**src/rtl/keypad_scan_pkg.sv**
```systemverilog
// Shared types and helpers for the 4x4 keypad scanner.
// Latency: n/a (types and pure functions only).
// Backpressure: n/a; no handshaking in this block family.
package keypad_scan_pkg;

    typedef enum logic [1:0] {
        ST_IDLE     = 2'd0,
        ST_DEBOUNCE = 2'd1,
        ST_PRESSED  = 2'd2,
        ST_RELEASE  = 2'd3
    } state_e;

    typedef enum logic [1:0] {
        FR_NONE   = 2'd0,
        FR_SINGLE = 2'd1,
        FR_MULTI  = 2'd2
    } frame_res_e;

    // Number of set bits in a 4-bit vector.
    function automatic logic [2:0] pop4(input logic [3:0] v);
        pop4 = {2'b00, v[0]} + {2'b00, v[1]} + {2'b00, v[2]} + {2'b00, v[3]};
    endfunction

    // Index of the lowest set bit; only meaningful when exactly one bit is set.
    function automatic logic [1:0] low_idx4(input logic [3:0] v);
        low_idx4 = 2'd0;
        if (v[3]) low_idx4 = 2'd3;
        if (v[2]) low_idx4 = 2'd2;
        if (v[1]) low_idx4 = 2'd1;
        if (v[0]) low_idx4 = 2'd0;
    endfunction

endpackage

```
**src/rtl/keypad_scan_timer.sv**
```systemverilog
// Column scan timebase: divides clk into column slots and rotates the active-low strobe.
// Latency: tick/frame_end are combinational decodes of the divider registers.
// Backpressure: none; free-running once clr is released.
// Ports: clk, clr (sync active-high) in; col[3:0] strobe, col_idx[1:0], tick, frame_end out.
module keypad_scan_timer #(
    parameter int SCAN_DIV = 1000
) (
    input  logic       clk,
    input  logic       clr,
    output logic [3:0] col,
    output logic [1:0] col_idx,
    output logic       tick,
    output logic       frame_end
);
    import keypad_scan_pkg::*;

    localparam int DW = (SCAN_DIV > 1) ? $clog2(SCAN_DIV) : 1;
    localparam logic [DW-1:0] DIV_LAST = DW'(SCAN_DIV - 1);

    logic [DW-1:0] div_cnt_q, div_cnt_d;
    logic [1:0]    col_idx_q, col_idx_d;
    logic [3:0]    col_q, col_d;

    always_comb begin
        tick      = (div_cnt_q == DIV_LAST);
        frame_end = tick && (col_idx_q == 2'd3);
        div_cnt_d = div_cnt_q + DW'(1);
        col_idx_d = col_idx_q;
        col_d     = col_q;
        if (tick) begin
            div_cnt_d = '0;
            col_idx_d = col_idx_q + 2'd1;
            col_d     = {col_q[2:0], col_q[3]};
        end
    end

    always_ff @(posedge clk) begin
        if (clr) begin
            div_cnt_q <= '0;
            col_idx_q <= 2'd0;
            col_q     <= 4'b1110;
        end else begin
            div_cnt_q <= div_cnt_d;
            col_idx_q <= col_idx_d;
            col_q     <= col_d;
        end
    end

    assign col     = col_q;
    assign col_idx = col_idx_q;

endmodule

```
**src/rtl/keypad_scan.sv**
```systemverilog
// 4x4 key matrix scanner with whole-frame debounce and one pulse per accepted press.
// Latency: key_valid rises the cycle after the frame-end tick that completes the debounce run.
// Backpressure: none; key_valid is a fire-and-forget pulse, key_code holds until the next accept.
// Ports: clk, clr (sync active-high), row[3:0] (active-low, async) in;
//        col[3:0] (active-low one-hot), key_code[3:0], key_valid, key_held, state[1:0] out.
module keypad_scan #(
    parameter int SCAN_DIV        = 1000,
    parameter int DEBOUNCE_FRAMES = 8
) (
    input  logic       clk,
    input  logic       clr,
    input  logic [3:0] row,
    output logic [3:0] col,
    output logic [3:0] key_code,
    output logic       key_valid,
    output logic       key_held,
    output logic [1:0] state
);
    import keypad_scan_pkg::*;

    localparam int CW = $clog2(DEBOUNCE_FRAMES + 1);
    localparam logic [CW-1:0] DF_C   = CW'(DEBOUNCE_FRAMES);
    localparam bit            DF_ONE = (DEBOUNCE_FRAMES == 1);

    logic [1:0] col_idx;
    logic       tick;
    logic       frame_end;

    keypad_scan_timer #(.SCAN_DIV(SCAN_DIV)) u_timer (
        .clk       (clk),
        .clr       (clr),
        .col       (col),
        .col_idx   (col_idx),
        .tick      (tick),
        .frame_end (frame_end)
    );

    // Two-flop synchronizer; idle level (all high) on reset.
    logic [3:0] row_s1_q, row_s2_q;

    always_ff @(posedge clk) begin
        if (clr) begin
            row_s1_q <= 4'hF;
            row_s2_q <= 4'hF;
        end else begin
            row_s1_q <= row;
            row_s2_q <= row_s1_q;
        end
    end

    // Frame accumulator: remembers whether any key and more than one key were seen.
    logic       acc_seen_q,  acc_seen_d;
    logic       acc_multi_q, acc_multi_d;
    logic [3:0] acc_code_q,  acc_code_d;
    logic [3:0] low;
    logic [2:0] low_cnt;
    logic       seen_n, multi_n;
    logic [3:0] code_n;
    frame_res_e fr;

    always_comb begin
        low     = ~row_s2_q;
        low_cnt = pop4(low);
        // Fold this column's sample into the running frame summary.
        seen_n  = acc_seen_q | (low_cnt != 3'd0);
        multi_n = acc_multi_q | (low_cnt > 3'd1) | (acc_seen_q && (low_cnt != 3'd0));
        code_n  = (!acc_seen_q && (low_cnt == 3'd1)) ? {low_idx4(low), col_idx} : acc_code_q;

        acc_seen_d  = acc_seen_q;
        acc_multi_d = acc_multi_q;
        acc_code_d  = acc_code_q;
        if (frame_end) begin
            acc_seen_d  = 1'b0;
            acc_multi_d = 1'b0;
            acc_code_d  = 4'h0;
        end else if (tick) begin
            acc_seen_d  = seen_n;
            acc_multi_d = multi_n;
            acc_code_d  = code_n;
        end

        if (multi_n)      fr = FR_MULTI;
        else if (seen_n)  fr = FR_SINGLE;
        else              fr = FR_NONE;
    end

    always_ff @(posedge clk) begin
        if (clr) begin
            acc_seen_q  <= 1'b0;
            acc_multi_q <= 1'b0;
            acc_code_q  <= 4'h0;
        end else begin
            acc_seen_q  <= acc_seen_d;
            acc_multi_q <= acc_multi_d;
            acc_code_q  <= acc_code_d;
        end
    end

    // Debounce FSM, advanced only at frame end.
    state_e         state_q, state_d;
    logic [CW-1:0]  cnt_q, cnt_d, cnt_inc;
    logic [3:0]     cand_q, cand_d;
    logic [3:0]     key_code_q, key_code_d;
    logic           key_valid_q, key_valid_d;
    logic           key_held_q, key_held_d;

    always_comb begin
        state_d     = state_q;
        cnt_d       = cnt_q;
        cand_d      = cand_q;
        key_code_d  = key_code_q;
        key_valid_d = 1'b0;
        key_held_d  = key_held_q;
        cnt_inc     = cnt_q + CW'(1);

        if (frame_end) begin
            unique case (state_q)
                ST_IDLE: begin
                    if (fr == FR_SINGLE) begin
                        cand_d = code_n;
                        if (DF_ONE) begin
                            key_code_d  = code_n;
                            key_valid_d = 1'b1;
                            key_held_d  = 1'b1;
                            state_d     = ST_PRESSED;
                            cnt_d       = '0;
                        end else begin
                            state_d = ST_DEBOUNCE;
                            cnt_d   = CW'(1);
                        end
                    end
                end
                ST_DEBOUNCE: begin
                    if ((fr == FR_SINGLE) && (code_n == cand_q)) begin
                        if (cnt_inc == DF_C) begin
                            key_code_d  = cand_q;
                            key_valid_d = 1'b1;
                            key_held_d  = 1'b1;
                            state_d     = ST_PRESSED;
                            cnt_d       = '0;
                        end else begin
                            cnt_d = cnt_inc;
                        end
                    end else begin
                        state_d = ST_IDLE;
                        cnt_d   = '0;
                    end
                end
                ST_PRESSED: begin
                    // Any key activity keeps us here; extra keys are rollover and ignored.
                    if (fr == FR_NONE) begin
                        if (DF_ONE) begin
                            state_d    = ST_IDLE;
                            key_held_d = 1'b0;
                            cnt_d      = '0;
                        end else begin
                            state_d = ST_RELEASE;
                            cnt_d   = CW'(1);
                        end
                    end
                end
                ST_RELEASE: begin
                    if (fr == FR_NONE) begin
                        if (cnt_inc == DF_C) begin
                            state_d    = ST_IDLE;
                            key_held_d = 1'b0;
                            cnt_d      = '0;
                        end else begin
                            cnt_d = cnt_inc;
                        end
                    end else begin
                        // Release glitch: key came back, no new pulse.
                        state_d = ST_PRESSED;
                        cnt_d   = '0;
                    end
                end
                default: begin
                    state_d = ST_IDLE;
                    cnt_d   = '0;
                end
            endcase
        end
    end

    always_ff @(posedge clk) begin
        if (clr) begin
            state_q     <= ST_IDLE;
            cnt_q       <= '0;
            cand_q      <= 4'h0;
            key_code_q  <= 4'h0;
            key_valid_q <= 1'b0;
            key_held_q  <= 1'b0;
        end else begin
            state_q     <= state_d;
            cnt_q       <= cnt_d;
            cand_q      <= cand_d;
            key_code_q  <= key_code_d;
            key_valid_q <= key_valid_d;
            key_held_q  <= key_held_d;
        end
    end

    assign key_code  = key_code_q;
    assign key_valid = key_valid_q;
    assign key_held  = key_held_q;
    assign state     = state_q;

endmodule

```
**config.mk**
```make
export PLATFORM = sky130hd
export DESIGN_NAME = keypad_scan
export DESIGN_NICKNAME = d
export VERILOG_FILES = /design/src/rtl/keypad_scan_pkg.sv /design/src/rtl/keypad_scan_timer.sv /design/src/rtl/keypad_scan.sv
export SDC_FILE = /design/constraint.sdc
export NUM_CORES = 1
export LEC_CHECK = 0
export ABC_AREA = 1
export CORE_UTILIZATION = 55
export DETAILED_ROUTE_END_ITERATION = 16
export GPL_ROUTABILITY_DRIVEN = 0
export GPL_TIMING_DRIVEN = 0
export PLACE_DENSITY = 0.84
export SKIP_CTS_REPAIR_TIMING = 1
export SLEW_MARGIN = 20
export SYNTH_ARGS = -nofsm -noshare
export SYNTH_HDL_FRONTEND = slang
export SYNTH_SLANG_ARGS = --single-unit
```
**constraint.sdc**
```tcl
create_clock -name clk -period 5 [get_ports clk]
set_input_delay 1.25 -clock clk [delete_from_list [all_inputs] [get_ports clk]]
set_output_delay 1.25 -clock clk [all_outputs]
set_load 0.02 [all_outputs]
```
==> results.cfg <==
[clock_tree]
cts_tree = built
path_clk_slew_ns = 0.08
insertion_delay_ns = 0.30
cts_buffer_depth = 2
cts-root-buf = clkbuf_8
numCtsBuffers = 5
htreeDepth = 2
clock-sinks = 46

[synthesis]
ys_seq_elements = 46
synth_top_area_frac = 0.4078
ys_seq_area_frac = 0.4078
syn_area_sq_mm = 0.002258
yosys_warnings = 0
synth_cell_type_count = 36
synth_area_leaders = dfxtp_1, nand2_1, nand3_1
avgSynthCellArea_sq_um = 7.579
yosysTopAreaCell = dfxtp_1
syn_inst = 298
syn-num-nets = 312

[die]
core_region_area_sq_mm = 0.003799
die_h_um = 66.08
io_pins = 18
start_util = 0.5945
dieArea_sq_mm = 0.004367
num_rows = 22
die-width_um = 66.08

[sta]
relSlewSlack = 0.6756
worst_slack_ns = 2.218
slew_viol_final = 0
worst_slew_pin_slew_ns = 0.4866
timing.final.crit_share = 0.5565
period_needed_ns = 2.783
hold_viol_final = 0
setup_viol = 0
tns_ns = 0
rsz0062_at_grt = false
clock.fmax_mhz = 359.4
clock_skew_ns = 0.01137

[cells_and_area]
multiInputGateArea_sq_mm = 0.001172
nFillCells = 315
area_growth_pct = 15.07
fin_util = 0.6841
final_cell_area_sq_mm = 0.002599
n_antenna_cell = 0
seqCellArea_sq_um = 920.9
drive_above_1_share = 0.1424
nets = 336

[setup_path]
ff2ff_setup_slack_ns = 2.22
cp.required_ns = 5.20
r2r-end = state[0]
r2r-start = row_s2_q[0]
crit_path_start_kind = register
worstSetupPathType = register to register
reg2regPathDepth = 17
critical_path.cell_chain = fa_1, inv_1, ha_1, inv_1, ha_1, inv_2, nand3_2, nor2_4, nand2_2, o21ai_2, nand2_1, nand2_2, nand3_4, nand2_4, nand2_2, a21oi_1, nor2_1
arrival_ns = 2.98
cp_slowest_stage_delay_ns = 0.54
path_max_fanout = 6
worst-path-buf-inv = 3
end_kind = register
slowest_stage = fa_1
critPathMostFrequentCell = nand2_2
crit_family = adder cells

[pwr]
ir_drop_mv = 0.1830
fin_total_pwr_w = 0.0007268
power_density_mw_per_mm2 = 279.7
leakage_nw = 1.085

[routing]
drc_errors = 0
routedWlPerCell_um = 12.06
wl_mm = 4.473
vias = 1965
postRouteAntennaNets = 0
vias_per_cell = 5.296
drtIter0Drc = 141
firstDrtPassIters = 4

[hold_path]
min_from = row_s1_q[2]
hold_depth = 1
min_path_type = register to register
holdPathEnd = row_s2_q[2]

[grt]
grt_pass1_wl_mm = 7.403
first_global_vias = 1761
grt_max_degree = 15
antenna_found_initial = 0
overflow = 0
track_usage = 0.2253

[placed_design]
dp_slack_ns = 2.194
hpwl_mm = 3.364
port_buffers = 17
placed_area_sq_mm = 0.002489

[job]
cap_violations = 0

[run_status]
outcome = complete, no violations
==> report_power, final <==
part / internal (W) / switching, W
clock network: 0.000149 / 0.000123
logic: 0.0000272 / 0.0000531
registers: 0.000371 / 0.00000300
total: 0.000547 / 0.000179
==> layout make-up <==
class,count,share of cell area
Buffer,5,0.008185
Clock buffer,6,0.02792
Clock inverter,2,0.01444
Inverter,38,0.05537
Multi-Input combinational cell,209,0.4511
Sequential cell,46,0.3544
Tap cell,48,0.02311
Timing Repair Buffer,17,0.06548
==> worst max-delay path by stage <==
stage,startpoint,end,depth (start not counted)
4_1_cts,row_s2_q[0],state[0],17
3_3_place_gp,clr,u_timer.div_cnt_q[4],5
5_1_grt,row_s2_q[0],cand_q[3],12
6_report,row_s2_q[0],state[0],17
2_1_floorplan,row_s2_q[0],state[0],17
3_5_place_dp,clr,u_timer.div_cnt_q[4],5
==> layer usage <==
metal,up-vias,share of wire,GRT usage
met5,-,0,0
met4,0,0.022,0.07713
met3,11,0.045,0.05862
met2,46,0.49,0.3852
met1,888,0.44,0.2718
li1,1020,-,-
==> layout by cell type (no fill, tap or decap), types with 2 or more instances in the layout <==
cell type,Yosys,routed
nand3_1,24,24
nor3b_1,2,2
nand2_1,61,61
nor3_1,3,3
dfxtp_1,46,46
clkbuf_1,3,4
buf_2,2,2
nor2_2,3,3
a21oi_1,18,18
nand2_2,4,4
a211oi_1,2,2
clkbuf_8,0,5
clkdlybuf4s50_1,0,17
nor2_4,2,2
nand4_1,11,11
inv_2,5,5
nand2_4,2,2
inv_1,32,32
nand3_2,2,2
nor2_1,28,28
ha_1,7,7
o211ai_1,4,4
or2_2,11,11
o21ai_0,11,11
nor4_1,2,2
==> synthesized netlist by cell type (all sizes together) <==
master  number
nand4       11
nor3b        2
nand3       27
and2         1
clkinv       1
nor4         3
xnor2        1
dfxtp       46
buf          2
a211oi       2
nor3         5
fa           1
a21oi       19
o21ai       13
o211ai       4
xor2         1
inv         37
nand2       67
clkbuf       3
or2         11
ha           7
nor2        33
o211a        1
==> kinds of logic after synthesis <==
logic type | Yosys count | synth area share
flip-flops | 46 | 0.4078
XOR/XNOR | 2 | 0.007758
adder cells (fa/ha/maj) | 8 | 0.04764
AND/OR/NAND/NOR | 160 | 0.3618
buffers and inverters | 43 | 0.07313
AO/OA/AOI/OAI | 39 | 0.1019
==> sequential cells by signal, indices dropped and copies added, names as in the netlist, 2 cells and up <==
signal	flops
acc_code_q	4
row_s2_q	4
u_timer.col	4
row_s1_q	4
cnt_q	4
state	2
key_code	4
u_timer.col_idx	2
cand_q	4
u_timer.div_cnt_q	10
==> per-stage QoR <==
stage / std cells / hold WS (ns)
4_1_cts: 371 / 0.4171
5_1_grt: 371 / 0.4263
6_report: 371 / 0.4160
2_1_floorplan: 298 / 0.3895
3_3_place_gp: 363 / 0.3969
3_5_place_dp: 363 / 0.3966
Power figures use the tool's default switching activity.
